File: src/rtl/alu_frame_ctrl.sv
// alu_frame_ctrl: receives 5-byte command frames (A5, OPC, A, B, CHK) from a
// UART RX FIFO, drives registered operands into an external combinational ALU
// and writes a two-byte response (header, payload) into the UART TX FIFO.
module alu_frame_ctrl #(
    parameter int BUS_SIZE = 8,
    parameter int OP_W     = 6,
    parameter int TIMEOUT  = 50_000_000,
    parameter int TO_BITS  = 26
) (
    input  logic                clk,
    input  logic                reset,
    input  logic                rx_empty,
    input  logic [BUS_SIZE-1:0] r_data,
    output logic                rd_uart,
    input  logic                tx_full,
    output logic [BUS_SIZE-1:0] w_data,
    output logic                wr_uart,
    output logic [BUS_SIZE-1:0] op_a,
    output logic [BUS_SIZE-1:0] op_b,
    output logic [OP_W-1:0]     op_code,
    input  logic [BUS_SIZE-1:0] alu_result,
    output logic                busy,
    output logic [7:0]          err_cnt
);

    localparam logic [BUS_SIZE-1:0] SYNC_BYTE = BUS_SIZE'(8'hA5);
    localparam logic [BUS_SIZE-1:0] HDR_OK    = BUS_SIZE'(8'h5A);
    localparam logic [BUS_SIZE-1:0] HDR_ERR   = BUS_SIZE'(8'hEE);
    localparam logic [BUS_SIZE-1:0] CODE_OPC  = BUS_SIZE'(8'h01);
    localparam logic [BUS_SIZE-1:0] CODE_CHK  = BUS_SIZE'(8'h02);
    localparam logic [TO_BITS-1:0]  TO_LAST   = TO_BITS'(TIMEOUT - 1);

    typedef enum logic [2:0] {
        IDLE,
        GET_OP,
        GET_A,
        GET_B,
        GET_CHK,
        EXEC,
        SEND_HDR,
        SEND_RES
    } state_t;

    state_t               r_state;
    state_t               w_next;

    logic [BUS_SIZE-1:0]  r_opc;
    logic [BUS_SIZE-1:0]  r_a;
    logic [BUS_SIZE-1:0]  r_b;
    logic [BUS_SIZE-1:0]  r_op_a;
    logic [BUS_SIZE-1:0]  r_op_b;
    logic [OP_W-1:0]      r_op_code;
    logic [BUS_SIZE-1:0]  r_tx_hdr;
    logic [BUS_SIZE-1:0]  r_tx_res;
    logic [TO_BITS-1:0]   r_to_cnt;
    logic [7:0]           r_err_cnt;

    logic                 w_pop;
    logic                 w_in_get;
    logic                 w_timeout;
    logic                 w_chk_ok;
    logic                 w_opc_ok;
    logic                 w_chk_pop;
    logic                 w_err_inc;

    assign w_pop     = rd_uart;
    assign w_in_get  = (r_state == GET_OP) || (r_state == GET_A) ||
                       (r_state == GET_B)  || (r_state == GET_CHK);
    assign w_timeout = w_in_get && rx_empty && (r_to_cnt == TO_LAST);
    assign w_chk_ok  = (r_data == (r_opc ^ r_a ^ r_b));
    assign w_opc_ok  = (r_opc[BUS_SIZE-1:OP_W] == '0);
    assign w_chk_pop = (r_state == GET_CHK) && w_pop;
    assign w_err_inc = w_timeout || (w_chk_pop && !(w_chk_ok && w_opc_ok));

    assign op_a    = r_op_a;
    assign op_b    = r_op_b;
    assign op_code = r_op_code;
    assign err_cnt = r_err_cnt;

    // State register
    always_ff @(posedge clk) begin
        if (reset) begin
            r_state <= IDLE;
        end else begin
            r_state <= w_next;
        end
    end

    // Next-state logic: a pop always wins over a timeout in the same cycle
    always_comb begin
        w_next = r_state;
        case (r_state)
            IDLE: begin
                if (w_pop && (r_data == SYNC_BYTE)) w_next = GET_OP;
            end
            GET_OP: begin
                if (w_pop)          w_next = GET_A;
                else if (w_timeout) w_next = IDLE;
            end
            GET_A: begin
                if (w_pop)          w_next = GET_B;
                else if (w_timeout) w_next = IDLE;
            end
            GET_B: begin
                if (w_pop)          w_next = GET_CHK;
                else if (w_timeout) w_next = IDLE;
            end
            GET_CHK: begin
                if (w_pop)          w_next = (w_chk_ok && w_opc_ok) ? EXEC : SEND_HDR;
                else if (w_timeout) w_next = IDLE;
            end
            EXEC: begin
                w_next = SEND_HDR;
            end
            SEND_HDR: begin
                if (!tx_full) w_next = SEND_RES;
            end
            SEND_RES: begin
                if (!tx_full) w_next = IDLE;
            end
            default: begin
                w_next = IDLE;
            end
        endcase
    end

    // Output decode; FIFO strobes are masked during reset so no byte moves
    always_comb begin
        rd_uart = 1'b0;
        wr_uart = 1'b0;
        w_data  = '0;
        busy    = (r_state != IDLE);
        case (r_state)
            IDLE, GET_OP, GET_A, GET_B, GET_CHK: begin
                rd_uart = !reset && !rx_empty;
            end
            SEND_HDR: begin
                wr_uart = !reset && !tx_full;
                w_data  = r_tx_hdr;
            end
            SEND_RES: begin
                wr_uart = !reset && !tx_full;
                w_data  = r_tx_res;
            end
            default: begin
                rd_uart = 1'b0;
            end
        endcase
    end

    // Datapath: shadow capture, operand load, response bytes, timeout, errors
    always_ff @(posedge clk) begin
        if (reset) begin
            r_opc     <= '0;
            r_a       <= '0;
            r_b       <= '0;
            r_op_a    <= '0;
            r_op_b    <= '0;
            r_op_code <= '0;
            r_tx_hdr  <= '0;
            r_tx_res  <= '0;
            r_to_cnt  <= '0;
            r_err_cnt <= '0;
        end else begin
            if (w_pop || !w_in_get || w_timeout) begin
                r_to_cnt <= '0;
            end else begin
                r_to_cnt <= r_to_cnt + 1'b1;
            end

            if (w_pop && (r_state == GET_OP)) r_opc <= r_data;
            if (w_pop && (r_state == GET_A))  r_a   <= r_data;
            if (w_pop && (r_state == GET_B))  r_b   <= r_data;

            if (w_chk_pop) begin
                if (!w_chk_ok) begin
                    r_tx_hdr <= HDR_ERR;
                    r_tx_res <= CODE_CHK;
                end else if (!w_opc_ok) begin
                    r_tx_hdr <= HDR_ERR;
                    r_tx_res <= CODE_OPC;
                end else begin
                    r_tx_hdr  <= HDR_OK;
                    r_op_code <= r_opc[OP_W-1:0];
                    r_op_a    <= r_a;
                    r_op_b    <= r_b;
                end
            end

            if (r_state == EXEC) r_tx_res <= alu_result;

            if (w_err_inc && (r_err_cnt != 8'hFF)) r_err_cnt <= r_err_cnt + 8'd1;
        end
    end

endmodule

File: config.mk
export PLATFORM = sky130hd
export DESIGN_NAME = alu_frame_ctrl
export DESIGN_NICKNAME = d
export VERILOG_FILES = /design/src/rtl/alu_frame_ctrl.sv
export SDC_FILE = /design/constraint.sdc
export NUM_CORES = 1
export LEC_CHECK = 0
export BUFFER_PORTS_ARGS = -buffer_cell sky130_fd_sc_hd__buf_2
export CORE_MARGIN = 2
export CORE_UTILIZATION = 60
export CTS_CLUSTER_SIZE = 25
export DETAILED_ROUTE_END_ITERATION = 8
export PLACE_DENSITY = 0.91
export RECOVER_POWER = 100
export SYNTH_ARGS = -nofsm -noshare
export SYNTH_HDL_FRONTEND = slang
export SYNTH_SLANG_ARGS = --single-unit
File: constraint.sdc
create_clock -name clk -period 3.7 [get_ports clk]
set_clock_uncertainty 0.15 [all_clocks]
set_input_delay 0 -clock clk [delete_from_list [all_inputs] [get_ports clk]]
set_output_delay 0 -clock clk [all_outputs]
set_load 0.01 [all_outputs]
# Yosys cells after proc, flatten, opt, wreduce, memory -nomap -nowiden
# Index checks and enable logic that the tools add are counted.
# Widths: inputs -> output; s select.
# word_totals
regBits	99
word_cells	82
# classes
mux	19
addsub	2
n_reduce_logical	33
n_bitwise	2
eq_ne	15
# op_table
operator	count
$mux 8	6
$add 26x1->26 const B	1
$eq 26x26->1 const B	1
$mux 3	8
$pmux 3 s8	1
$pmux 8 s2	1
$xor 8x8->8	2
$eq 3x3->1 const B	4
$logic_and 1x1->1	12
$add 8x1->8 const B	1
$eq 8x8->1	1
$eq 8x8->1 const B	1
$ne 8x8->1 const B	1
$eq 3x2->1 const B	2
$logic_or 1x1->1	6
$ne 2x2->1 const B	3
$reduce_and 3->1	2
$logic_not 1->1	5
$reduce_or 5->1	1
$reduce_or 2->1	2
$eq 3x1->1 const B	1
$logic_not 3->1	1
$ne 3x2->1 const B	1
$reduce_bool 3->1	1
other kinds (5)	6

# Longest topological paths before layout
# Gate-level depths: netlist (run 1).
# logic_depth
ltp_word	9
ltp_mapped	9
ltp_nobuf	8

# Worst setup path before layout (run 1)
# Ideal clock, no wire load.
# synth_path
kind	flip-flop to flip-flop
start	reg r_to_cnt[0]
end	reg r_err_cnt[3] (netlist: err_cnt[3])
path_stages_with_launch	8
required_ps	3429
arrival_time_ps	2177
path_slack_ps	1252
path_buffers	0
synth_period_minus_slack_ps	2448
cell_sequence	dfxtp_1 ha_1 and3_1 nand4_1 or4_4 a21oi_4 and3_1 mux2_4
# synth_between
elab_chain_len	4
# synth_lines
item	line_no	text
start: declaration	55	logic [TO_BITS-1:0] r_to_cnt;
start signal: assignment	168	r_to_cnt <= r_to_cnt + 1'b1;
$eq 26x26->1	69	assign w_timeout = w_in_get && rx_empty && (r_to_cnt == TO_LAST);
$logic_and 1x1->1	69	
$logic_or 1x1->1	73	assign w_err_inc = w_timeout || (w_chk_pop && !(w_chk_ok && w_opc_ok));
$logic_and 1x1->1	192	if (w_err_inc && (r_err_cnt != 8'hFF)) r_err_cnt <= r_err_cnt + 8'd1;
end signal: assignment	192	
end: declaration	56	logic [7:0] r_err_cnt;
# No other way between the ends.
# A chain may end at the register's enable or synchronous reset.

# Worst setup path in the final report (run 1)
# layout_path
start	reg r_state[2]
end	reg r_err_cnt[3] (netlist: err_cnt[3])
# layout_between
elab_chain_len	8
# layout_lines
item	line_no	text
start: declaration	44	state_t r_state;
start signal: assignment	85	r_state <= w_next;
parallel branches: the longest is 6 deep, another holds $reduce_or 5->1	-	
$logic_or 1x1->1 *	73	
$logic_and 1x1->1 *	192	
# Every way passes the cells marked *.

==> summary.txt, run 1 <==
Maxcap violations: 0
Pre-Repair DR Iteration Count: 5
Worst-margin pin slew: 0.885 ns
Tmin final: 3.05 ns
Req. time, crit path: 3.80 ns
Synth top area cells: dfxtp_1 45%, mux2i_1 12%, nor2_1 8.4%
Min-Delay Endpoint: r_tx_res[5]
First DRT Iteration DRCs: 227
Sw frac: 23.4%
Htree depth: 3
Number of global-route vias before repair: 3297
Worst-path clk slew: 0.09 ns
Die W: 87.5 um
Std-Cell Rows: 30
Post-layout util: 71.5%
Worst EP arrival: 3.15 ns
TritonCTS Buffers: 9
Critical Path End Type: flop
Dpl cell area: 4520 um2
R2R setup slack: 0.65 ns
Fmax: 0.328 GHz
Worst flop-to-flop path startpoint: r_state[2]
Hold Path Depth: 4
Worst Setup Path Type: reg -> reg
Post-route setup TNS: 0 ns
Fin cells: 622
Primary FF master, synth: dfxtp_1
Period Utilization, post-route: 82.3%
Startpoint class of the critical path: flop
Synth-to-Final Area Change: 15.4%
Min-delay src: alu_result[5]
Register bit total from synthesis: 94
Inst Count DP: 587
R2r endpoint: err_cnt[3]
All-Layer GR Usage: 24.8%
Internal: 1.37 mW
Comb power frac: 4.2%
Register area share after synthesis: 45.0%
# DRC: 0
FF-to-FF path depth: 7
Post-synth top area share: 45.0%
Part of the power in the clock network: 39.0%
PD cells: 371 nW/um2
Pin count of the biggest net entering global routing: 73
Largest area contributor in the netlist: dfxtp_1
WL per Instance: 14.4 um
RSZ-0062 raised after global routing: false
Mapped Cells: 465
Via Count: 3498
Clock sinks: 94
EDFF count, synth: 0
Setup violators final: 0
GRT overflow: 0
Core Box Area: 6760 um2
Hold Vio Cnt, Final: 0
Critical Path Fanout Max: 14
Longest Clk Path Bufs: 2
Asr flop ratio synth: 0%
Mean Syn Cell Area: 9.00 um2
Buffers on Ports: 60
Commonest non-fill, non-tap cells in the layout: 94 x nor2_1, 94 x dfxtp_1, 49 x mux2i_1
Flop pwr share: 56.8%
Gpl congestion: 0.836
Status: finished, final reports clean
Sw power: 0.419 mW
Die Ht: 87.5 um
Vias per Instance: 5.62
Leakage: 1.93 nW
Post-synth cell types: 47
Slew Limit Headroom: 41.0%
IO Count: 61
Global-route wire length before repair: 15100 um
Nets: 559
# diodes: 0
Clock Latency Late Sink: 0.36 ns
Max Slew Vio Count: 0
Clock Root Buffer: clkbuf_8
Initial antenna violation count: 0
Die area: 7660 um2
CTS tree: built
Post-synthesis cell area: 4190 um2
Drt total wl: 8980 um
Final HPWL DP: 5860 um
Final instance area: 4830 um2
Post-route ant nets: 0
Yosys warns: 0
Synth Net Count: 487
Initial Util: 61.9%
Share of cells above drive strength 1: 8.49%
Worst VDD drop: 0.316 mV
Min-delay worst type: in -> reg
## metrics by stage
step                total power [mW]  hold slack [ns]  setup WS, ns
detailed placement              1.10           0.0998          1.05
CTS                             1.80            0.253          1.03
global placement                1.10           0.0932          1.12
floorplan                       1.08          -0.0993          1.25
global route                    1.85            0.279         0.426
finish                          1.79            0.272         0.653
## how the worst max path moves through the flow
stage                            from    endpoint  slack, ns  cells past startpoint
after floorplan           r_to_cnt[0]  err_cnt[3]       1.25                      7
after global placement     r_state[0]  err_cnt[3]       1.12                      6
after detailed placement   r_state[0]  err_cnt[3]       1.05                      6
after CTS                  r_state[0]  err_cnt[3]       1.03                      6
after global routing       r_state[2]  err_cnt[3]       0.43                      7
final                      r_state[2]  err_cnt[3]       0.65                      7
## cell type report
type | count | area, um2
inverter | 7 | 26.3
clock buffer | 9 | 124
clock inverter | 7 | 78.8
timing repair buffer | 82 | 457
sequential | 94 | 1880
tap | 80 | 100
fill | 495 | 1930
multi-input combinational | 343 | 2160
## power groups by stage
stage | sequential [mW] | clock, mW | combinational [mW]
finish | 1.02 | 0.697 | 0.0750
global route | 1.02 | 0.751 | 0.0810
CTS | 1.02 | 0.705 | 0.0745
detailed placement | 1.04 | 0 | 0.0586
global placement | 1.04 | 0 | 0.0580
floorplan | 1.04 | 0 | 0.0389
## worst max-delay path, stage by stage, from the launching register on
cell and delay, ns:
dfxtp_1 0.60, nor2b_1 0.33, nand2_1 0.11, or2_0 0.28, a31o_1 0.33, a21oi_1 0.54
and3_1 0.27, mux2_1 0.33
## flip-flops by register name, indices dropped and copies added (netlist names)
signal	cells
r_to_cnt	26
err_cnt	8
op_a	8
op_b	8
r_a	8
r_b	8
r_opc	8
r_tx_res	8
op_code	6
r_state	3
r_tx_hdr	3
## cells in the mapped netlist, drive strengths merged, types with 7 or more instances
library cell and number:
xor2 20, o21ai 7, nand2 32, buf 7
nand3 21, clkbuf 14, dfxtp 94, a21oi 20
mux2i 49, xnor2 29, and3 7, inv 7
nor2 95
## per-layer routing
metal / vias up / part of all wire (%) / track usage [%]
met3: 19 / 4.6 / 4.27
li1: 1709 / - / -
met2: 116 / 49 / 42.5
met4: 0 / 1.9 / 9.37
met1: 1654 / 44 / 31.3
met5: - / 0 / 0
## logic make-up (layout without fill, tap and decap cells)
kind of cell             count (synthesis)  in the layout  share of synthesized area, %
AO/OA/AOI/OAI                           43             43                          6.49
XOR/XNOR                                49             49                          10.3
adder cells (fa/ha/maj)                  2              2                         0.598
buffers and inverters                   28            105                          2.81
flip-flops                              94             94                          45.0
multiplexers                            51             51                          12.4
AND/OR/NAND/NOR                        198            198                          22.5
## what timing repair did
item | 4_1_cts | 5_1_grt
hold buffers | 19 | 0
buffers inserted | 0 | 0
hold endpoints to repair | 34 | 0
resized for setup | 0 | 0
Power figures use the tool's default switching activity.
==> inputs of run 2 (changes only) <==
--- a/config.mk
+++ b/config.mk
@@ -5,12 +5,13 @@
 export SDC_FILE = /design/constraint.sdc
 export NUM_CORES = 1
 export LEC_CHECK = 0
+export ABC_AREA = 1
 export BUFFER_PORTS_ARGS = -buffer_cell sky130_fd_sc_hd__buf_2
 export CORE_MARGIN = 2
-export CORE_UTILIZATION = 60
+export CORE_UTILIZATION = 58
 export CTS_CLUSTER_SIZE = 25
 export DETAILED_ROUTE_END_ITERATION = 8
-export PLACE_DENSITY = 0.91
+export PLACE_DENSITY = 0.88
 export RECOVER_POWER = 100
 export SYNTH_ARGS = -nofsm -noshare
 export SYNTH_HDL_FRONTEND = slang
==> constraint.sdc (replaced) <==
create_clock -name clk -period 3.1 [get_ports clk]
set_clock_uncertainty 0.15 [all_clocks]
set_input_delay 0 -clock clk [delete_from_list [all_inputs] [get_ports clk]]
set_output_delay 0 -clock clk [all_outputs]
set_load 0.01 [all_outputs]
==> run 2 against run 1 <==
Net effect: sequential cell count unchanged; count of clock-buffer cells in the layout up 2; sequential power up 20%; global-route usage up 0.53 points; first-iteration DRC count up 0.44%; sequential share of layout area down 3.3 points; synthesized cell count up 38%; critical path depth up 1; final cell count up 33%; utilization down 3.2 points; worst setup slack worse by 0.30 ns; largest cell class unchanged; largest power group unchanged.
==> summary.txt, run 2 <==
Asr flop ratio synth: 0%
Vias per Instance: 5.30
Std-Cell Rows: 32
All-Layer GR Usage: 25.4%
Min-delay worst type: in -> reg
Register bit total from synthesis: 94
Largest area contributor in the netlist: dfxtp_1
Req. time, crit path: 3.19 ns
Setup violators final: 0
Nets: 742
Synth top area cells: dfxtp_1 41%, nand2_1 11%, nor2_1 6.3%
RSZ-0062 raised after global routing: false
Worst EP arrival: 2.84 ns
WL per Instance: 12.8 um
Most frequent CP cell: inv_1
Drt total wl: 10600 um
Via Count: 4384
Initial antenna violation count: 0
Core Box Area: 7730 um2
Total power: 2.11 mW
CTS tree: built
Critical Path End Type: flop
Max FFs per register: 26
IO Count: 61
Post-synth top cells: 136 x nand2_1, 94 x dfxtp_1, 78 x nor2_1
R2R setup slack: 0.36 ns
Mean Syn Cell Area: 7.22 um2
Post-synth cell types: 48
Commonest non-fill, non-tap cells in the layout: 138 x nand2_1, 94 x dfxtp_1, 81 x nor2_1
Initial Util: 59.8%
PD cells: 400 nW/um2
Worst Setup Path Type: reg -> reg
Worst-path clk slew: 0.09 ns
Maxcap violations: 0
Tmin final: 2.74 ns
Synth Area in XOR/XNOR: 4.17%
EDFF count, synth: 0
Synth-to-Final Area Change: 14.1%
Buffers on Ports: 60
Period Utilization, post-route: 88.5%
Leakage: 2.17 nW
Clock Root Buffer: clkbuf_8
Max Slew Vio Count: 0
Startpoint class of the critical path: flop
Final WS setup: 0.357 ns
Die W: 93.3 um
Final HPWL DP: 7150 um
Fin cells: 827
Clock Latency Late Sink: 0.36 ns
Die Ht: 93.3 um
Primary FF master, synth: dfxtp_1
Pin count of the biggest net entering global routing: 47
Pre-Repair DR Iteration Count: 5
Post-synth top area share: 40.7%
Multiplexer share of the synthesized area: 0%
Post-synthesis cell area: 4620 um2
# DRC: 0
Slew Limit Headroom: 46.2%
Number of global-route vias before repair: 4191
Clock sinks: 94
Yosys warns: 0
Htree depth: 3
Fmax: 0.365 GHz
Synth Area in Compound Gates: 15.3%
Simple-gate share of the synthesized area: 30.6%
CP max stage delay: 0.64 ns
GRT overflow: 0
PostCTS Resize Cnt: 0
Worst VDD drop: 0.219 mV
Inst Count DP: 785
Largest family of logic cells by synthesized area: simple AND/OR/NAND/NOR gates
# diodes: 0
Post-layout util: 68.3%
TritonCTS Buffers: 9
Mapped Cells: 640
Register area share after synthesis: 40.7%
Synth Area in Adders: 0.541%
Commonest non-fill, non-tap cell in the layout: nand2_1
CP cell instances: inv_1 -> nor2_2 -> inv_1 -> nand2_2 -> clkinv_2 -> nand2_1 -> a21oi_1 -> dlygate4sd3_1
Most frequent cell after synthesis: nand2_1
Worst-margin pin slew: 0.806 ns
Gpl congestion: 0.895
First DRT Iteration DRCs: 228
Die area: 8700 um2
Post-route ant nets: 0
Status: finished, final reports clean
DP Worst Slack: 0.762 ns
Global-route wire length before repair: 17900 um
Share of cells above drive strength 1: 10.9%
Slowest stage cell, crit path: dfxtp_1
Synth Net Count: 662
Post-route setup TNS: 0 ns
Hold Vio Cnt, Final: 0
Longest Clk Path Bufs: 2
Critical Path Fanout Max: 15
Top reg by flops: r_to_cnt
run 2: cell count changes after synthesis, sizes merged, moves of 6 or more:
cell / change
nand2: +115
clkbuf: -8
nand3: +17
o21ai: +46
xnor2: -21
a21oi: +41
mux2i: -49
nor3: +7
and3: -6
inv: +68
xor2: -6
run 2: final timing paths:
kind / start / end / depth (start not counted)
worst min-delay path: rx_empty / r_b[3] / 6
worst max register to register: r_state[2] / r_tx_res[6] / 8
worst max-delay path: r_state[2] / r_tx_res[6] / 8
worst min register to register: r_to_cnt[23] / r_to_cnt[23] / 1
run 2: layout make-up:
cell class                      count  area [um2]
Timing Repair Buffer               87         518
Multi-Input combinational cell    452        2280
Fill cell                         652        2450
Sequential cell                    94        1880
Tap cell                          102         128
Inverter                           76         287
Clock buffer                       11         141
Clock inverter                      5        35.0
run 2: timing repair:
item | 4_1_cts | 5_1_grt
setup buffers | 0 | 0
hold buffers | 26 | 0
endpoints found under the hold margin | 40 | 0
run 2: logic make-up (layout without fill, tap and decap cells):
logic type | after synthesis | in the layout
XOR/XNOR | 22 | 22
AO/OA/AOI/OAI | 126 | 126
buffers and inverters | 94 | 179
flip-flops | 94 | 94
AND/OR/NAND/NOR | 302 | 302
adder cells (fa/ha/maj) | 2 | 2
run 2: power by group:
group	total, mW	internal, mW	switching [mW]	leakage [nW]
Combinational	0.149	0.0566	0.0925	1.32
Sequential	1.22	1.21	0.00927	0.757
Clock	0.739	0.314	0.425	0.0893
run 2: critical path, delay by kind of cell, from the launching register on:
family	cells	cell delay, ns
compound gates	1	0.06
buf+inv	4	1.16
flops	1	0.64
simple gates	3	0.62
run 2: through the flow:
stage | cell area (um2) | hold WS (ns)
6_report | 5280 | 0.0404
3_3_place_gp | 4940 | 0.110
5_1_grt | 5280 | 0.0627
3_5_place_dp | 4940 | 0.113
2_1_floorplan | 4620 | -0.0993
4_1_cts | 5380 | 0.00910
run 2: layer usage:
layer | vias to the layer above | GRT usage [%] | routed length (um)
met5 | - | 0 | 0
met4 | 0 | 11.5 | 296
met3 | 34 | 5.40 | 593
met2 | 154 | 44.1 | 5170
met1 | 1982 | 29.8 | 4510
li1 | 2214 | - | -
